**config.mk**
```make
export PLATFORM = sky130hd
export DESIGN_NAME = md_hazard_unit
export DESIGN_NICKNAME = d
export VERILOG_FILES = /design/src/rtl/md_hazard_unit_pkg.sv /design/src/rtl/md_hazard_unit_md_decode.sv /design/src/rtl/md_hazard_unit.sv
export SDC_FILE = /design/constraint.sdc
export NUM_CORES = 1
export LEC_CHECK = 0
export BUFFER_PORTS_ARGS = -buffer_cell sky130_fd_sc_hd__buf_2
export CORE_MARGIN = 5
export CORE_UTILIZATION = 28
export CTS_CLUSTER_DIAMETER = 150
export DETAILED_ROUTE_END_ITERATION = 8
export PLACE_DENSITY = 0.58
export SLEW_MARGIN = 30
export SYNTH_ARGS = -nofsm -noshare
export SYNTH_HDL_FRONTEND = slang
export SYNTH_HIERARCHICAL = 1
export SYNTH_SLANG_ARGS = --single-unit
export TNS_END_PERCENT = 20
```
**constraint.sdc**
```tcl
create_clock -name clk -period 2.04 [get_ports clk]
set_clock_uncertainty 0.2 [all_clocks]
set_input_delay 0.102 -clock clk [delete_from_list [all_inputs] [get_ports clk]]
set_output_delay 0.102 -clock clk [all_outputs]
set_load 0.005 [all_outputs]
```
**src/rtl/md_hazard_unit_pkg.sv**
```systemverilog
// Shared MIPS definitions used by the multiply/divide hazard unit:
// opcode/funct codes, MDU latency defaults and the decode result type.
package md_hazard_unit_pkg;

  localparam logic [5:0] OP_SPECIAL  = 6'h00;
  localparam logic [5:0] OP_SPECIAL2 = 6'h1C;

  localparam logic [5:0] FN_MFHI  = 6'h10;
  localparam logic [5:0] FN_MTLO  = 6'h13;
  localparam logic [5:0] FN_MULT  = 6'h18;
  localparam logic [5:0] FN_MULTU = 6'h19;
  localparam logic [5:0] FN_DIV   = 6'h1A;
  localparam logic [5:0] FN_DIVU  = 6'h1B;
  localparam logic [5:0] FN2_MADD = 6'h00;

  localparam int unsigned MULT_LAT_DEF = 5;
  localparam int unsigned DIV_LAT_DEF  = 10;

  localparam int unsigned LEFT_W = 4;
  localparam int unsigned CNT_W  = 16;

  typedef struct packed {
    logic md_class;
    logic is_mult;
    logic is_div;
  } md_class_t;

  // SPECIAL functs that touch HI/LO: mfhi..mtlo and mult..divu.
  function automatic logic special_md_funct(input logic [5:0] fn);
    return ((fn >= FN_MFHI) && (fn <= FN_MTLO)) ||
           ((fn >= FN_MULT) && (fn <= FN_DIVU));
  endfunction

endpackage

```
**src/rtl/md_hazard_unit_md_decode.sv**
```systemverilog
// Combinational HI/LO-class decode of one instruction word; also flags
// which MDU operation (multiply or divide) it starts.
module md_decode
  import md_hazard_unit_pkg::*;
(
  input  logic [31:0] instr_i,
  output md_class_t   cls_o
);

  logic [5:0] op;
  logic [5:0] fn;
  logic       instr_unused;

  assign op           = instr_i[31:26];
  assign fn           = instr_i[5:0];
  assign instr_unused = ^instr_i[25:6];

  always_comb begin
    cls_o = '0;
    if (op == OP_SPECIAL) begin
      cls_o.md_class = special_md_funct(fn);
      cls_o.is_mult  = (fn == FN_MULT) || (fn == FN_MULTU);
      cls_o.is_div   = (fn == FN_DIV)  || (fn == FN_DIVU);
    end else if (op == OP_SPECIAL2) begin
      cls_o.md_class = (fn == FN2_MADD);
    end
  end

endmodule

```
**src/rtl/md_hazard_unit.sv**
```systemverilog
// Decode-stage stall for HI/LO consumers while the multiply/divide unit is
// busy, with a shadow busy countdown, consistency flag and stall counter.
module md_hazard_unit
  import md_hazard_unit_pkg::*;
#(
  parameter int unsigned MULT_LAT = MULT_LAT_DEF,
  parameter int unsigned DIV_LAT  = DIV_LAT_DEF
) (
  input  logic              clk,
  input  logic              reset,
  input  logic [31:0]       instrD,
  input  logic [31:0]       instrE,
  input  logic              startE,
  input  logic              busyE,
  input  logic              IntReq,
  output logic              stallD,
  output logic [LEFT_W-1:0] mdLeft,
  output logic              mdErr,
  output logic [CNT_W-1:0]  stallCnt
);

  localparam logic [LEFT_W-1:0] MULT_LAT_L = LEFT_W'(MULT_LAT);
  localparam logic [LEFT_W-1:0] DIV_LAT_L  = LEFT_W'(DIV_LAT);

  md_class_t cls_d;
  md_class_t cls_e;
  logic      decode_d_unused;

  md_decode u_decode_d (
    .instr_i (instrD),
    .cls_o   (cls_d)
  );

  md_decode u_decode_e (
    .instr_i (instrE),
    .cls_o   (cls_e)
  );

  assign decode_d_unused = cls_d.is_mult ^ cls_d.is_div;

  logic [LEFT_W-1:0] md_left_q, md_left_d;
  logic              md_err_q,  md_err_d;
  logic [CNT_W-1:0]  stall_cnt_q, stall_cnt_d;

  logic start_ok;
  logic left_nz;

  // An interrupt cancels the start: it neither loads the countdown nor stalls.
  assign start_ok = startE & ~IntReq;
  assign left_nz  = |md_left_q;
  assign stallD   = cls_d.md_class & (start_ok | busyE | left_nz);

  always_comb begin
    md_left_d = md_left_q;
    if (start_ok) begin
      if (cls_e.md_class && cls_e.is_mult) begin
        md_left_d = MULT_LAT_L;
      end else if (cls_e.md_class && cls_e.is_div) begin
        md_left_d = DIV_LAT_L;
      end else begin
        md_left_d = '0;
      end
    end else if (left_nz) begin
      md_left_d = md_left_q - {{(LEFT_W-1){1'b0}}, 1'b1};
    end
  end

  // Sticky: a restart over a live countdown, or shadow count and busyE disagreeing.
  always_comb begin
    md_err_d = md_err_q
             | (start_ok & left_nz)
             | (left_nz & ~busyE)
             | (~left_nz & busyE);
  end

  always_comb begin
    stall_cnt_d = stall_cnt_q;
    if (stallD && (stall_cnt_q != {CNT_W{1'b1}})) begin
      stall_cnt_d = stall_cnt_q + {{(CNT_W-1){1'b0}}, 1'b1};
    end
  end

  always_ff @(posedge clk or negedge reset) begin
    if (!reset) begin
      md_left_q   <= '0;
      md_err_q    <= 1'b0;
      stall_cnt_q <= '0;
    end else begin
      md_left_q   <= md_left_d;
      md_err_q    <= md_err_d;
      stall_cnt_q <= stall_cnt_d;
    end
  end

  assign mdLeft   = md_left_q;
  assign mdErr    = md_err_q;
  assign stallCnt = stall_cnt_q;

endmodule

```
Word level (Yosys, flattened, before mapping)
Index checks and enable logic that the tools add are counted.

Add/subtract/negate cells: 2. $lt $le $gt $ge: 8. Eq/ne operators: 7. Muxes and demuxes: 9. Bitwise logic cells: 13. Reduce and logical (&&, ||, !) cells: 17.

Operator list (number): equality test 6 x 5 -> 1 bit, second input constant (6); >= comparator 6 x 5 -> 1 bit, second input constant (4); less-or-equal comparator 6 x 5 -> 1 bit, second input constant (4); logical NOT 6 bit (4); adder 16 x 1 -> 16 bit, second input constant (1); 2-to-1 mux 4 bit (4); != test 16 bit, second input constant (1); logical AND 1 bit (7); bitwise AND 1 bit (5); bitwise OR 1 bit (5); logical OR 1 bit (4); 2-to-1 mux 1 bit (4); OR reduction 4 bit (1); subtractor 4 x 1 -> 4 bit, second input constant (1); inverter 1 bit (3); 2-to-1 mux 2 bit (1); nonzero test 2 bit (1).

Bits in registers: 21. Bits of input ports: 69.

Depth between registers and ports, before layout
Gate-level depths: netlist of the first run.

Depth after elaboration: 8. Mapped depth: 7.

Hierarchy
The synthesis of the first run kept the hierarchy.

Modules (own cells, without submodules): md_hazard_unit (times used 1, cells an instance 101, area an instance 1084.8 um^2); md_decode (times used 2, cells an instance 12, area an instance 68.8 um^2).

Worst setup path after synthesis of the first run
Ideal clock, no wire load.

Kind: register to register. Start: register md_left_q[0], in the netlist mdLeft[0]. End: register stall_cnt_q[1], in the netlist stallCnt[1]. Data arrival time: 1.779 ns. Required time: 1.715 ns. Setup slack: -0.064 ns. Cell stages (with the launch flop): 7. Cells stage by stage: dfrtp_1 -> inv_1 -> ha_1 -> or3b_4 -> o31ai_4 -> nor2_2 -> mux2_4.

Cells in the longest elaborated chain, start to end: 4.

Ends and longest elaborated chain: start, declared (RTL line md_hazard_unit.sv:41) `logic [LEFT_W-1:0] md_left_q, md_left_d;`; start signal, assigned (RTL line md_hazard_unit.sv:89) `md_left_q <= md_left_d;`; OR reduction 4 bit (RTL line md_hazard_unit.sv:50) `assign left_nz = |md_left_q;`; bitwise OR 1 bit (RTL line md_hazard_unit.sv:51) `assign stallD = cls_d.md_class & (start_ok | busyE | left_nz);`; bitwise AND 1 bit (RTL line md_hazard_unit.sv:51); logical AND 1 bit (RTL line md_hazard_unit.sv:78) `if (stallD && (stall_cnt_q != {CNT_W{1'b1}})) begin`; end signal, assigned (RTL line md_hazard_unit.sv:91) `stall_cnt_q <= stall_cnt_d;`; end, declared (RTL line md_hazard_unit.sv:43) `logic [CNT_W-1:0] stall_cnt_q, stall_cnt_d;`.

No other way between the ends. A chain may end at the register's enable or synchronous reset.

Worst setup path in the final report of the first run
Start: register md_left_q[1], in the netlist mdLeft[1]. End: output stallD.

Cells in the longest elaborated chain, start to end: 3.

Ends and longest elaborated chain: OR reduction 4 bit (RTL line md_hazard_unit.sv:50); bitwise OR 1 bit (RTL line md_hazard_unit.sv:51); bitwise AND 1 bit (RTL line md_hazard_unit.sv:51); end, declared (RTL line md_hazard_unit.sv:16) `output logic stallD,`.

No other way between the ends.

==> results list, run 1 <==
* Count of buffers from port buffering: 50
- Mapped cell area: 0.001204 mm²
- DP Wirelength: 2394 µm
- Cells with a size suffix above 1 make up 44.16% of the layout.
* Core region area: 0.004086 mm²
* Number of nets produced by synthesis: 192
* Start point of the worst min-delay path: startE
- The tightest min-delay check is of the in -> reg type.
* Hold Worst Slack: between 0.02 and 0.025 ns
* Number of failing hold endpoints at the final stage: 0
* Antenna Diode Count: 0
* Setup crit start: mdLeft[1]
- Across the VDD grid, the largest voltage drop is roughly 0.00027 V.
* Power, Total: around 1200 µW
- Total length of routed wires: 3043 µm
- Post-layout net count: around 270
- In the final routed layout, each cell accounts on average for 12.32 µm.
- Proportion of power drawn by the clock network: 22.4%
* Global router's overall resource usage: between 10 and 15%
* Count of fill cells added during filler insertion: 428
* Starting density of the core: between 20 and 30%
- Horizontal die dimension: 75.57 µm
- Slack of the critical path: -0.1486 ns
* Critical path startpoint category: register
* Pwr dens: 676.8 mW/mm²
- Number of clock sinks: 21
- Htree depth: 1
- Post-synthesis average cell area: 9.948 µm²
- Once layout is complete, the utilization of the core stands at between 40% and 50%.
- Clock transition time at the flip-flop clock pins of the worst setup and hold paths: 0.07 ns
* Number of global-route vias before repair: 1152
* Number of buffers added by the clock tree synthesis step: 3
- The first detailed-routing pass ran for 4 iterations.
- Registers are responsible for about two fifths of the overall power.
* Switching part of the total power: 28.44%
- Largest net degree at the start of global routing: 22
- I/O pin count: 91
- In this run the static leakage power is 0.0009355 µW.
- Counting along the longest clock path gives a buffer depth of 2.
* Gate power share: 38.0%
- The run finished, with violations left.
- TritonCTS built the clock tree.
- Across the run, the number of max-cap violations was 0.
- Wire length of the first global-routing pass: just under 5000 µm
- Residual DRC count: 0
* Failing checks: setup timing
* Worst r2r src: mdLeft[1]
- Initial antenna violation count: 0
- Setup violations remaining at the end of the flow were counted as 14.
- The worst setup path is captured at a primary output.
- Max FO, Critical Path: 3
* Number of warnings reported in the yosys synthesis log: 6
* Final clock period utilization by the worst path: 107.3%
- Setup repair after global routing missed its margin: yes
* Post-Place Setup Slack: -0.05580 ns
* Timing-limited maximum frequency: 456.9 MHz
- Area occupied by multi-input gates: 665.6 µm²
- For the worst-skew pair, the clock arrives at the later sink with an insertion delay of roughly 0.26 ns.
- Gpl congestion: approximately 0.76
- After floorplanning, the core was divided into 23 placement rows.
- The area growth from synthesis to layout is 47.51%.
- The tree is rooted in a clkbuf_8.
- Number of design-rule violations left by the first detailed-router iteration: 72
- For the final routed database, the setup TNS stands at -1.075 ns.
* Internal power: around 860 µW
* Total die area: 0.005710 mm²
* Slew Limit Fails: 0
* Sequential cell area: 525.5 µm²
- Arr. time, crit path: 1.89 ns
- Startpoint-to-endpoint class of the critical path: reg -> out
- Summed over all nets, the switching power comes to 341.8 µW.
* Final worst path period need: 2.189 ns
* Detailed-route vias per instance: 4.753
- Once detail routing completed, the nets flagged for antenna violations numbered 0.
- Headroom to the max-slew limit: 67.74%
* Via count: 1174
- After global routing the overflow that remains totals 0.
- Synthesis produced a netlist whose cell count is 121.
- Transition at the pin with the smallest max-transition slack: approximately 0.48 ns
- At the worst endpoint, the required time is 1.74 ns.
- Height of the die: 75.57 µm
[sequential cells by signal, indices dropped and copies added, names as in the netlist]
register and count:
mdErr 1, mdLeft 4, stallCnt 16
[path summary, 6_finish.rpt]
check	endpoint	slack [ns]	depth (start not counted)
min in group asynchronous	stallCnt[8]	0.13	2
max	stallD	-0.15	8
max reg2reg	stallCnt[1]	-0.13	8
min	mdLeft[0]	0.02	3
max in group asynchronous	stallCnt[9]	1.18	2
min reg2reg	mdErr	0.27	1
[placed cells by master (no fill, tap or decap), types with 2 or more instances in the layout]
cell type,instances
o21ai_0,2
nand2_1,10
dfrtp_1,21
nand4_1,5
nor4_1,7
nor3b_1,3
buf_4,19
nor3_1,11
buf_2,49
a21oi_1,5
nand2b_1,3
nor2_1,4
dlygate4sd3_1,2
inv_2,3
nand3_1,4
and3_1,4
xor2_1,15
clkbuf_8,3
nor4b_2,3
nand4b_1,3
xnor2_1,2
buf_6,3
[repair_timing]
action,4_1_cts,5_1_grt
hold buffers,2,0
resized for setup,4,1
endpoints found under the setup margin,10,17
pin swaps,2,2
cloned,0,0
setup buffers,5,1
endpoints found under the hold margin,22,0
[stage by stage]
stage | std cells | area [µm²]
2_1_floorplan | 121 | 1216
3_3_place_gp | 235 | 1645
3_5_place_dp | 235 | 1645
4_1_cts | 246 | 1762
5_1_grt | 247 | 1775
6_report | 247 | 1775
[cell type report]
type	instances	area share (%)
Timing Repair Buffer	74	26.00
Tap cell	50	3.524
Multi-Input combinational cell	94	37.49
Inverter	4	0.8457
Sequential cell	21	29.60
Clock buffer	4	2.537
[power groups by stage]
stage	clock network, µW	logic, µW	registers [µW]
finish	270	457	475
global route	300	512	480
CTS	276	452	475
detailed placement	0	418	484
global placement	0	412	484
floorplan	0	195	504
[routing by layer]
metal	track usage [%]	up-vias	wire (µm)
met1	14.38	545	1349
li1	-	591	-
met3	2.243	4	209
met5	0	-	0
met2	18.22	34	1445
met4	4.272	0	38
[critical path: stages (launching register included)]
cell     delay (ns)
dfrtp_1        0.39
inv_2          0.07
ha_4           0.13
or3b_4         0.39
o31ai_4        0.29
buf_12         0.14
buf_6          0.09
inv_2          0.03
buf_6          0.10
No activity file was read; power rests on OpenSTA's default activity.
==> inputs of run 2 (changes only) <==
--- a/config.mk
+++ b/config.mk
@@ -5,12 +5,13 @@
 export SDC_FILE = /design/constraint.sdc
 export NUM_CORES = 1
 export LEC_CHECK = 0
+export ABC_AREA = 1
 export BUFFER_PORTS_ARGS = -buffer_cell sky130_fd_sc_hd__buf_2
 export CORE_MARGIN = 5
 export CORE_UTILIZATION = 28
 export CTS_CLUSTER_DIAMETER = 150
 export DETAILED_ROUTE_END_ITERATION = 8
-export PLACE_DENSITY = 0.58
+export PLACE_DENSITY = 0.54
 export SLEW_MARGIN = 30
 export SYNTH_ARGS = -nofsm -noshare
 export SYNTH_HDL_FRONTEND = slang
==> run 2 against run 1 <==
Net effect: the run now ends clean; clock-buffer cell count fell by 1; synthesized cell count rose by 89%; via count rose by 39%; clock power rose by 5%; die area rose by 23%; final cell count rose by 50%; worst setup slack improved by 0.32 ns; register-to-register slack improved by 0.36 ns; sequential share of layout area fell by 4.0 points; critical endpoint unchanged; largest power group unchanged; highest routed layer unchanged.
==> results list, run 2 <==
* Area growth from synthesis to layout: 35.12%
- In the detailed route, the total length drawn on met2 is 2053 µm.
- Sequential cells burn 42.7% of the power.
* Core region area: 0.005205 mm²
* Proportion of power drawn by the clock network: between 20 and 25%
- After filler insertion, the fill cell instance count of the layout stands at 574.
- Excluding fillers, the count of instances in the completed layout stands at 370.
* Switching power summed over all nets: 429.9 µW
- For this block, wires on met1 add up to 1874 µm.
* Total die area: 0.007008 mm²
- Transition at the pin with the smallest max-transition slack: approximately 0.48 ns
* I/O pin count: 91
- The flow ran to the end, and the final reports show no timing, DRC or antenna violations.
- Summed over all cells, the static leakage comes to 0.001060 µW.
- Routed length per instance: 10.98 µm
* Number of buffers added by the clock tree synthesis step: 3
- Of the total power, combinational logic draws 34.2%.
- The tool flagged a number of max-cap violations equal to 0.
* Post-layout net count: 372
* Clock latency on the worst-skew pair: 0.27 ns
- After clock tree synthesis, the clock-pin slew on the worst setup and hold paths is roughly 0.08 ns.
- In this run the remaining antenna-violating nets after routing total 0.
- In this run the worst hold path is classified as in -> reg.
- Hold Worst Slack: 0.04885 ns
- Timing-limited maximum frequency: about 530 MHz
- The critical path in this run is classified as reg -> out.
* Post-synthesis average cell area: 6.644 µm²
* Mapped cell area: 0.001521 mm²
- Ordered cell list for the critical path: inv_1 -> ha_1 -> inv_1 -> nor3_4 -> nand2_1 -> nand2_2 -> inv_1 -> buf_2
- Setup repair after global routing missed its margin: no
- TritonCTS clock tree: built
* Power, Total: 1226 µW
- The die is around 84 µm tall.
- In this run the number of H-tree levels came out at 1.
* Gpl congestion: 0.7929
* Wire length of the first global-routing pass: 7086 µm
- Count of buffers from port buffering: 50
- Worst setup EP type: primary output
- Most common cell after layout, fill and taps aside: nand2_1
- Required time of the worst setup path: 1.74 ns
- The Yosys step of the flow raised 6 warnings.
- Share of post-route cells with drive strength above 1: 30.67%
- The highest layer touched by signal routing is met4.
- Synthesis produced a netlist with a net count of 300.
- In the routed design, unresolved DRC markers number 0.
* Number of global-route vias before repair: 1565
- Post-synthesis cell count: 229
- After global routing the overflow that remains totals 0.
- Number of setup violations in the final report: 0
* Number of clock sinks: 21
- Via count: approximately 1600
- Number of failing hold endpoints at the final stage: 0
- Max rail drop VDD: 0.0002725 V
* Slowest stage delay, CP: 0.39 ns
- The first detailed-routing pass took 5 iterations.
* Most used cells in the layout excluding fill and tap cells: nand2_1, buf_2, nor2_1
- The slowest stage of the critical path belongs to the cell dfrtp_1.
* Arr. time, crit path: 1.57 ns
- Cell row count: 26
* Final worst path period need: between 1.5 and 2 ns
* Internal power: about 800 µW
- Summed over all layers, the routed wires come to 4063 µm.
- Headroom to the max-slew limit: roughly 68%
- After legalization and detailed placement, the total HPWL measured 3144 µm.
- Worst path most repeated cell: inv_1
* Global router's overall resource usage: a little under an eighth
* Detailed-route vias per instance: ~4.4
* Largest register FFs: 16
- The number of antenna diodes in the final layout is 0.
* Critical path startpoint category: register
* Switching part of the total power: 35.06%
- Buffer levels on the longest clock path: 2
- Cell count after placement: 358
* Starting density of the core: 29.23%
- In the detailed route, the total length drawn on met3 is 105 µm.
* Pwr dens: a little under 600 mW/mm²
- Dividing the final minimum period by the clock period gives 91.80%.
* Clock root buffer: clkbuf_8
* Number of design-rule violations left by the first detailed-router iteration: 40
- Slew Limit Fails: 0
* Horizontal die dimension: roughly 84 µm
* Initial antenna violation count: 0
- Entering global routing, the biggest net connects 22 pins.
* Max FO, Critical Path: 3
==> run 2: cell count changes in the layout (fill, tap and decap cells not counted), moves of 9 or more <==
cell	change
nand2_1	+74
nand3_1	+9
nor3_1	-11
nor2_1	+28
xor2_1	-10
inv_1	+24
==> run 2: critical path, delay by kind of cell (launching register included) <==
family                   cells  cell delay (ns)
buffers and inverters        4             0.37
flip-flops                   1             0.39
adder cells (fa/ha/maj)      1             0.17
AND/OR/NAND/NOR              3             0.37
==> run 2: routing by layer <==
| layer | vias to the layer above | GRT usage (%) |
|---|---|---|
| met5 | - | 0 |
| met3 | 2 | 1.777 |
| li1 | 859 | - |
| met4 | 0 | 2.193 |
| met1 | 752 | 15.00 |
| met2 | 20 | 21.69 |
==> run 2: what timing repair did <==
| item | in CTS | in global routing |
|---|---|---|
| buffers inserted | 0 | 3 |
| cloned | 1 | 0 |
| setup endpoints to repair | 9 | 18 |
| hold endpoints to repair | 25 | 0 |
| resized for setup | 1 | 3 |
| pin swaps | 1 | 1 |
| hold buffers | 4 | 0 |
==> run 2: worst paths after layout <==
path | startpoint | end | slack [ns] | cells past startpoint
hold reg to reg | mdErr | mdErr | 0.26 | 2
hold / removal | startE | mdLeft[3] | 0.05 | 5
min in group asynchronous | reset | stallCnt[6] | 0.13 | 2
max in group asynchronous | reset | stallCnt[12] | 1.18 | 2
setup / recovery | mdLeft[1] | stallD | 0.17 | 8
setup reg to reg | mdLeft[0] | stallCnt[9] | 0.23 | 9
==> run 2: cell type report <==
cell class	instances	area, µm²	area share, %
clock buffers	3	41.29	2.009
repair buffers	68	395.4	19.23
inverters	27	101.3	4.930
well taps	70	87.58	4.261
clock inverters	1	7.507	0.3652
multi-input cells	180	897.1	43.64
flip-flops and latches	21	525.5	25.56
==> run 2: power by group through the flow <==
stage	logic (µW)	registers, µW	clock network [µW]
floorplan	210	528	0
global placement	404	520	0
detailed placement	403	524	0
CTS	411	516	298
global route	490	536	309
finish	420	523	283
==> run 2: per-stage QoR <==
step / cell area [µm²] / util [%] / TNS, ns / worst slack (ns)
2_1_floorplan: 1521 / - / 0 / 0.3552
3_3_place_gp: 1919 / 36.88 / -0.01761 / -0.007816
3_5_place_dp: 1919 / 36.88 / -0.3395 / -0.04640
4_1_cts: 2019 / 38.80 / -0.01472 / -0.01472
5_1_grt: 2056 / 39.50 / 0 / 0.001314
6_report: 2056 / 39.50 / 0 / 0.1673
